<file path="src/rtl/bcd_pkg.sv">
// Shared types and constants for the BCD countdown timer and its digit slices.
package bcd_pkg;

  typedef logic [3:0] bcd_digit_t;

  localparam bcd_digit_t BCD_MAX = 4'd9;

  typedef enum logic [1:0] {
    IDLE,
    RUN,
    PAUSED,
    EXPIRED
  } timer_state_t;

endpackage

</file>
<file path="src/rtl/bcd_digit_down.sv">
// Combinational single-digit BCD decrement with borrow chaining.
module bcd_digit_down
  import bcd_pkg::*;
(
  input  bcd_digit_t digit,
  input  logic       borrow_in,
  output bcd_digit_t next_digit,
  output logic       borrow_out
);

  // A zero digit wraps to 9 and passes the borrow upward.
  always_comb begin
    next_digit = digit;
    borrow_out = 1'b0;
    if (borrow_in) begin
      if (digit == 4'd0) begin
        next_digit = BCD_MAX;
        borrow_out = 1'b1;
      end else begin
        next_digit = digit - 4'd1;
      end
    end
  end

endmodule

</file>
<file path="src/rtl/bcd_countdown_timer.sv">
// Multi-digit BCD countdown timer: load/start/stop control, one decrement per tick,
// one-cycle done pulse on expiry and a load_err pulse when a preset digit is out of range.
module bcd_countdown_timer
  import bcd_pkg::*;
#(
  parameter int DIGITS = 4
) (
  input  logic                clk,
  input  logic                reset,
  input  logic                load,
  input  logic [4*DIGITS-1:0] load_val,
  input  logic                start,
  input  logic                stop,
  input  logic                tick,
  output logic [4*DIGITS-1:0] q,
  output logic                running,
  output logic                done,
  output logic                load_err
);

  localparam int W = 4 * DIGITS;

  timer_state_t   state, state_next;
  logic [W-1:0]   q_reg, q_next;
  logic           done_reg, done_next;
  logic           err_reg, err_next;

  logic [W-1:0]   q_dec;
  logic [DIGITS:0] borrow;
  logic [W-1:0]   sanitized;
  logic           bad_digit;

  assign borrow[0] = 1'b1;

  genvar g;
  generate
    for (g = 0; g < DIGITS; g++) begin : g_dec
      bcd_digit_down u_digit (
        .digit      (q_reg[4*g +: 4]),
        .borrow_in  (borrow[g]),
        .next_digit (q_dec[4*g +: 4]),
        .borrow_out (borrow[g+1])
      );
    end
  endgenerate

  // Out-of-range preset digits are clamped to 9 and flagged.
  always_comb begin
    sanitized = '0;
    bad_digit = 1'b0;
    for (int i = 0; i < DIGITS; i++) begin
      if (load_val[4*i +: 4] > BCD_MAX) begin
        sanitized[4*i +: 4] = BCD_MAX;
        bad_digit           = 1'b1;
      end else begin
        sanitized[4*i +: 4] = load_val[4*i +: 4];
      end
    end
  end

  always_ff @(posedge clk) begin
    if (reset) begin
      state    <= IDLE;
      q_reg    <= '0;
      done_reg <= 1'b0;
      err_reg  <= 1'b0;
    end else begin
      state    <= state_next;
      q_reg    <= q_next;
      done_reg <= done_next;
      err_reg  <= err_next;
    end
  end

  always_comb begin
    state_next = state;
    q_next     = q_reg;
    done_next  = 1'b0;
    err_next   = 1'b0;
    if (load) begin
      q_next     = sanitized;
      state_next = IDLE;
      err_next   = bad_digit;
    end else begin
      unique case (state)
        IDLE: begin
          if (start) begin
            if (q_reg == '0) begin
              state_next = EXPIRED;
              done_next  = 1'b1;
            end else begin
              state_next = RUN;
            end
          end
        end
        RUN: begin
          if (stop) begin
            state_next = PAUSED;
          end else if (tick) begin
            // A borrow out of the top digit would mean underflow; clamp to zero instead.
            if (q_dec == '0 || borrow[DIGITS]) begin
              q_next     = '0;
              state_next = EXPIRED;
              done_next  = 1'b1;
            end else begin
              q_next = q_dec;
            end
          end
        end
        PAUSED: begin
          if (start) state_next = RUN;
        end
        EXPIRED: begin
          q_next = '0;
        end
        default: state_next = IDLE;
      endcase
    end
  end

  always_comb begin
    q        = q_reg;
    running  = (state == RUN);
    done     = done_reg;
    load_err = err_reg;
  end

endmodule

</file>
<file path="config.mk">
export PLATFORM = sky130hd
export DESIGN_NAME = bcd_countdown_timer
export DESIGN_NICKNAME = d
export VERILOG_FILES = /design/src/rtl/bcd_pkg.sv /design/src/rtl/bcd_digit_down.sv /design/src/rtl/bcd_countdown_timer.sv
export SDC_FILE = /design/constraint.sdc
export NUM_CORES = 1
export LEC_CHECK = 0
export CORE_UTILIZATION = 48
export CTS_CLUSTER_DIAMETER = 40
export DETAILED_ROUTE_END_ITERATION = 7
export GPL_TIMING_DRIVEN = 0
export PLACE_DENSITY_LB_ADDON = 0.2
export SLEW_MARGIN = 20
export SYNTH_ARGS = -nofsm -noshare
export SYNTH_HDL_FRONTEND = slang
export SYNTH_SLANG_ARGS = --single-unit
</file>
<file path="constraint.sdc">
create_clock -name clk -period 4.67 [get_ports clk]
set_input_delay 0.934 -clock clk [delete_from_list [all_inputs] [get_ports clk]]
set_output_delay 0.934 -clock clk [all_outputs]
set_load 0.005 [all_outputs]
</file>
Yosys cells after proc, flatten, opt, wreduce, memory -nomap -nowiden
Cells that the tools add are included.
{ "word_totals": {"reg_bits": 20, "in_bits": 22, "output_inout_bits": 19} }
{ "op_classes": {"n_mux": 40, "bitwise_logic": 1, "eq_ne": 9, "add_sub_neg": 4, "n_reduce_logical": 14, "n_lt_le_gt_ge": 4} }
{ "op_table": {"columns": ["operator", "count"], "rows": [
  ["$mux 16", 4],
  ["$mux 4", 11],
  ["$logic_not 16->1", 2],
  ["$pmux 16 s2", 1],
  ["$gt 4x4->1 const B", 4],
  ["$logic_not 4->1", 4],
  ["$mux 1", 16],
  ["$sub 4x1->4 const B", 4],
  ["$mux 2", 6],
  ["$ne 3x3->1 const B", 3],
  ["$pmux 2 s3", 1],
  ["$reduce_bool 3->1", 2],
  ["$reduce_and 5->1", 1],
  ["$eq 2x2->1 const B", 2],
  ["$ne 2x2->1 const B", 2],
  ["$reduce_or 2->1", 2],
  ["$ne 3x2->1 const B", 1],
  ["$reduce_and 3->1", 1],
  ["$eq 2x1->1 const B", 1],
  ["$logic_not 2->1", 1],
  ["$pmux 1 s2", 1],
  ["$logic_or 1x1->1", 1],
  ["$not 1->1", 1]
]} }

Longest topological paths before layout
Gate-level depths: netlist (run 1).
{ "depth": {"word_depth": 12, "depth_mapped": 8} }

Hierarchy
A second synthesis (run 1) with hierarchy kept.
{ "hier_totals": {"hier_cells": 185, "area_unflattened_um2": 1560.2} }
{ "by_module_without_submodules": {"columns": ["module", "seq_area_each_um2", "area_per_inst_um2", "cells_each", "n_inst"], "rows": [
  ["bcd_countdown_timer", 400.4, 1244.9, 141, 1],
  ["bcd_digit_down", 0.0, 78.8, 11, 4]
]} }

Worst setup path after synthesis (run 1)
No wires, ideal clock.
{ "synth_path": {"path_type": "input-to-reg", "start": "input port stop", "end": "register q_reg[3], in the netlist q[3]", "cell_stages": 5, "setup_time_ns": 0.070, "path_buffers": 0, "slack_ns": 2.035, "arrival_time_ns": 2.564, "cell_sequence": "nand2b_1 a2111oi_1 nor3b_1 o22ai_1 a21oi_1"} }
{ "synth_via": {"elab_chain_len": 2} }
{ "synth_rtl": {"columns": ["element", "line_no", "text"], "rows": [
  ["start: declaration", "bcd_countdown_timer.sv:13", "input logic stop,"],
  ["$ne 3x3->1 (no line)", null, null],
  ["$reduce_and 3->1 (no line)", null, null],
  ["end signal: assignment", "bcd_countdown_timer.sv:69", "q_reg <= q_next;"],
  ["end: declaration", "bcd_countdown_timer.sv:24", "logic [W-1:0] q_reg, q_next;"]
]} }
Every way passes these cells.
A chain may end at the register's enable or synchronous reset.

Worst setup path after layout (run 1)
{ "layout_path": {"start": "input port tick", "end": "register q_reg[4], in the netlist q[4]"} }
{ "layout_via": {"elab_chain_len": 2} }
{ "layout_rtl": {"columns": ["element", "line_no", "text"], "rows": [
  ["start: declaration", "bcd_countdown_timer.sv:14", "input logic tick,"],
  ["$ne 3x3->1 (no line)", null, null],
  ["$reduce_and 3->1 (no line)", null, null]
]} }
Every way passes these cells.

==> results.yml, run 1 <==
clock_tree:
  clock-root-buffer: "clkbuf_4"
  post_cts_resized: 0
  postCtsHoldBufs: 0
  post_cts_buffers: 0
  clock_sinks: 20
  cts_tree: "built"
  cts_buffers: 3
  cts_buffer_depth: 2
  htree_levels: 1
  cts.reportedPaths.clkPinSlew_ps: 120
  clk_latency_ps: 310
synthesis:
  yosys_most_used_dff: "dfxtp_1"
  synth_area_mm2: 0.00154
  synth-edff-count: 0
  avgSynthCellArea_um2: 8.02
  synth_fp_nets: 218
  yosysSeqAreaShare_pct: 26.0
  syn_inst: 192
  synth-async-reset-ratio_pct: 0
  synth_seq_cells: 20
  yosys_warnings: 0
  synth_cell_type_count: 56
final_layout:
  fin_nets: 262
  largest_register_ffs: 16
  fin_util_pct: 66.4
  drive_gt1_share_pct: 8.09
  syn2layout_area_growth_pct: 31.6
  stdcell_count: 279
  layout_commonest_cell: "clkdlybuf4s50_1"
  antenna_cells: 0
  final_cell_mix: "clkdlybuf4s50_1 (39), dfxtp_1 (20), nor2_1 (18)"
place:
  dp.cells: 275
  hpwl_mm: 3.40
  numPortBuffers: 39
  gp_congestion: 0.893
routing:
  drt_iter0_markers: 106
  routedWlPerCell_um: 16.9
  via_per_inst: 6.38
  wirelength_mm: 4.71
  drcViolationCount: 0
  vias: 1779
  dr.pass1.iters: 5
  postRouteAntennaNets: 0
floorplan:
  start_util_pct: 50.5
  std_cell_rows: 20
  core_mm2: 0.00305
  ios: 41
  fp.dieH_um: 58.6
  die_w_um: 58.6
  die-area_mm2: 0.00344
timing:
  period_share_pct: 64.5
  setup_viol: 0
  fin_skew_ps: 4.02
  tightestPinTransition_ps: 1180
  tns_ps: 0
  rsz0062_at_grt: "no"
  max_slew_margin_pct: 20.6
  maxSlewViolCount: 0
  finalCriticalPeriod_ps: 3010
  timing.fmax_ghz: 0.332
  hold_viol: 0
grt:
  grt_usage_pct: 29.1
  grt_max_degree: 12
  overflow: 0
  antenna_found_initial: 0
  first_global_vias: 1643
  grt_pass1_wl_mm: 7.63
pwr:
  switching_share_pct: 35.5
  pwr-share-seq_pct: 40.3
  powerDensity_mw_per_mm2: 248
  pwr-share-comb_pct: 38.4
  vdd_drop_max_uv: 137
  leakage_uw: 0.000680
  power.internal_uw: 325
  switchingPower_uw: 179
  clock_power_share_pct: 21.2
critical_path:
  path_class: "in -> reg"
  cp-end-kind: "register"
  arrival_ps: 3260
  critPathLaunchType: "input port"
  worstPathMaxFanout: 8
  worstPathRequired_ps: 4920
job:
  cap_violations: 0
outcome:
  status: "finished, final reports clean"
worst_hold_path:
  hold_path_class: "reg -> reg"
worst paths after layout:
| check | start | to | cells after the start | slack (ps) |
|---|---|---|---|---|
| hold reg to reg | q[15]$_SDFFE_PP0P_ | q[15]$_SDFFE_PP0P_ | 2 | 570 |
| hold / removal | q[15]$_SDFFE_PP0P_ | q[15]$_SDFFE_PP0P_ | 2 | 570 |
| setup reg to reg | q[5]$_SDFFE_PP0P_ | q[9]$_SDFFE_PP0P_ | 6 | 1990 |
| setup / recovery | tick | q[4]$_SDFFE_PP0P_ | 6 | 1660 |
critical path: stages:
cell             delay, ps
clkdlybuf4s50_1        530
nand2b_1               110
a2111oi_2              780
nor3b_1                570
o22ai_1                170
a21oi_1                160
final cells by class:
class | instances | area (um^2)
clock buffers | 4 | 36.3
flip-flops and latches | 20 | 400
well taps | 44 | 55.1
fillers | 284 | 1030
inverters | 4 | 15.0
multi-input cells | 155 | 1060
plain buffers | 13 | 72.6
repair buffers | 39 | 390
cells in the mapped netlist (4+ instances only):
library cell	number	area (um^2)
dfxtp_1	20	400
nor2_1	18	67.6
nand2_1	12	45.0
a21oi_1	10	50.1
a311oi_1	9	78.8
nand3b_1	9	67.6
clkbuf_1	8	30.0
o21ai_0	7	35.0
nand3_1	6	30.0
nor3_1	6	30.0
a22oi_1	4	30.0
ha_1	4	50.1
inv_1	4	15.0
nand2b_1	4	25.0
nor2b_1	4	25.0
nor4_1	4	25.0
o211ai_1	4	30.0
o21a_1	4	30.0
logic make-up after synthesis:
kind of cell	count (synthesis)	synth area share [%]
AND/OR/NAND/NOR	86	34.0
AO/OA/AOI/OAI	64	30.5
flip-flops	20	26.0
buffers and inverters	17	5.69
adder cells (fa/ha/maj)	4	3.25
multiplexers	1	0.650
through the flow:
stage                     total power (uW)  hold WS, ps  worst slack (ps)  cell area, um^2
final                                  503          569              1660             2030
after global placement                 389          526              1040             1990
after global routing                   531          579              1560             2030
after floorplan                        320          504              2040             1540
after detailed placement               395          541              1430             1990
after CTS                              501          562              1750             2030
layer usage:
metal / vias up / global-route usage [%] / routed length [um]
met1: 820 / 40.5 / 1970
li1: 839 / - / -
met5: - / 0 / 0
met4: 0 / 15.0 / 59
met3: 8 / 3.74 / 546
met2: 112 / 44.2 / 2130
power by group through the flow:
| stage | logic [uW] | registers, uW | clock network [uW] |
|---|---|---|---|
| 2_1_floorplan | 116 | 204 | 0 |
| 3_3_place_gp | 185 | 205 | 0 |
| 3_5_place_dp | 189 | 206 | 0 |
| 4_1_cts | 190 | 202 | 108 |
| 5_1_grt | 209 | 206 | 117 |
| 6_report | 193 | 203 | 107 |
Note: power is estimated with default switching activity, not from simulation.
==> run 2: changes to the inputs <==
Settings changed: CORE_UTILIZATION 48 to 44.
Clock period 4.67 ns to 2.7 ns, I/O delays scaled along.
==> results.yml, run 2 (synthesis gave the netlist of run 1 again) <==
final_layout:
  fin_util_pct: 61.0
  antenna_cells: 0
  fin_nets: 262
  largest_register_ffs: 16
  stdcell_area_mm2: 0.00203
  drive_gt1_share_pct: 8.51
  syn2layout_area_growth_pct: 32.1
  layout_commonest_cell: "clkdlybuf4s50_1"
  final_cell_mix: "clkdlybuf4s50_1 (39), dfxtp_1 (20), nor2_1 (18)"
critical_path:
  worstPathMaxFanout: 10
  ff2ff_setup_slack_ps: 110
  path_class: "reg -> reg"
  cp-end-kind: "register"
  critPathLaunchType: "register"
  r2r_cells: 7
  r2r-start: "q[0]$_SDFFE_PP0P_"
  worstPathRequired_ps: 2920
  arrival_ps: 2810
  r2r-end: "state[0]$_SDFFE_PP0P_"
pwr:
  switching_share_pct: 35.3
  power.internal_uw: 562
  powerDensity_mw_per_mm2: 427
  switchingPower_uw: 306
  clock_power_share_pct: 21.8
  power_uw: 868
  pwr-share-seq_pct: 40.4
  pwr-share-comb_pct: 37.8
  leakage_uw: 0.000681
  vdd_drop_max_uv: 197
routing:
  wirelength_mm: 4.42
  vias: 1677
  via_per_inst: 5.97
  drcViolationCount: 0
  drt_iter0_markers: 114
  postRouteAntennaNets: 0
  dr.pass1.iters: 4
  routedWlPerCell_um: 15.7
timing:
  rsz0062_at_grt: "yes"
  period_share_pct: 95.9
  setup_viol: 0
  hold_viol: 0
  finalCriticalPeriod_ps: 2590
  maxSlewViolCount: 0
  max_slew_margin_pct: 48.0
  tightestPinTransition_ps: 778
  fin_skew_ps: 10.9
  timing.fmax_ghz: 0.386
  setup_ws_ps: 112
grt:
  grt_pass1_wl_mm: 7.09
  overflow: 0
  grt_usage_pct: 25.6
  grt_max_degree: 12
  first_global_vias: 1521
  antenna_found_initial: 0
place:
  dp_slack_ps: -102
  numPortBuffers: 39
  placed_area_mm2: 0.00199
  gp_congestion: 0.937
  hpwl_mm: 3.21
clock_tree:
  postCtsHoldBufs: 0
  cts_buffer_depth: 2
  post_cts_resized: 0
  post_cts_buffers: 0
  htree_levels: 1
  clk_latency_ps: 330
  cts_tree: "built"
  clock-root-buffer: "clkbuf_4"
  cts_buffers: 3
  clock_sinks: 20
  cts.reportedPaths.clkPinSlew_ps: 120
floorplan:
  ios: 41
  std_cell_rows: 21
  die-area_mm2: 0.00374
  die_w_um: 61.2
  core_mm2: 0.00334
  fp.dieH_um: 61.2
  start_util_pct: 46.2
job:
  cap_violations: 0
worst_hold_path:
  hold_path_class: "reg -> reg"
  min-delay-start: "q[15]$_SDFFE_PP0P_"
  hold_end: "q[15]$_SDFFE_PP0P_"
  whs_path_depth: 2
outcome:
  status: "finished, final reports clean"
-- run 2: how the worst max path moves through the flow --
stage                            startpoint                     to  slack, ps  cells past startpoint
after floorplan           q[0]$_SDFFE_PP0P_  state[0]$_SDFFE_PP0P_        390                      7
after global placement                 tick      q[4]$_SDFFE_PP0P_       -470                      6
after detailed placement               tick      q[4]$_SDFFE_PP0P_       -100                      6
after CTS                 q[8]$_SDFFE_PP0P_  state[0]$_SDFFE_PP0P_        140                      6
after global routing      q[8]$_SDFFE_PP0P_  state[0]$_SDFFE_PP0P_        -10                      6
final                     q[0]$_SDFFE_PP0P_  state[0]$_SDFFE_PP0P_        110                      7
-- run 2: layout make-up --
type	count	area (um^2)
repair buffers	39	390
plain buffers	13	72.6
multi-input cells	155	1060
fillers	322	1300
flip-flops and latches	20	400
clock buffers	4	36.3
well taps	46	57.6
inverters	4	15.0
-- run 2: metrics by stage --
stage	hold slack (ps)	cells	setup TNS [ps]
detailed placement	522	277	-368
finish	545	281	0
CTS	545	281	0
global route	578	281	-14.1
floorplan	504	192	0
global placement	529	277	-2350
-- run 2: power groups by stage --
stage / Sequential [uW] / Combinational [uW] / Clock (uW)
after global placement: 356 / 320 / 0
after floorplan: 352 / 201 / 0
after CTS: 350 / 324 / 193
final: 351 / 328 / 189
after detailed placement: 357 / 323 / 0
after global routing: 355 / 361 / 206
-- run 2: worst max-delay path, stage by stage (launching register included) --
cell,delay (ps)
dfxtp_1,340
buf_6,140
or4_4,510
buf_6,160
nor3_2,460
nand2_2,180
a311o_1,350
a2111oi_2,350
-- run 2: routing by layer --
| layer | track usage (%) | routed length, um |
|---|---|---|
| met5 | 0 | 0 |
| met1 | 36.1 | 2060 |
| met3 | 5.46 | 321 |
| met2 | 39.3 | 1990 |
| met4 | 7.14 | 51 |
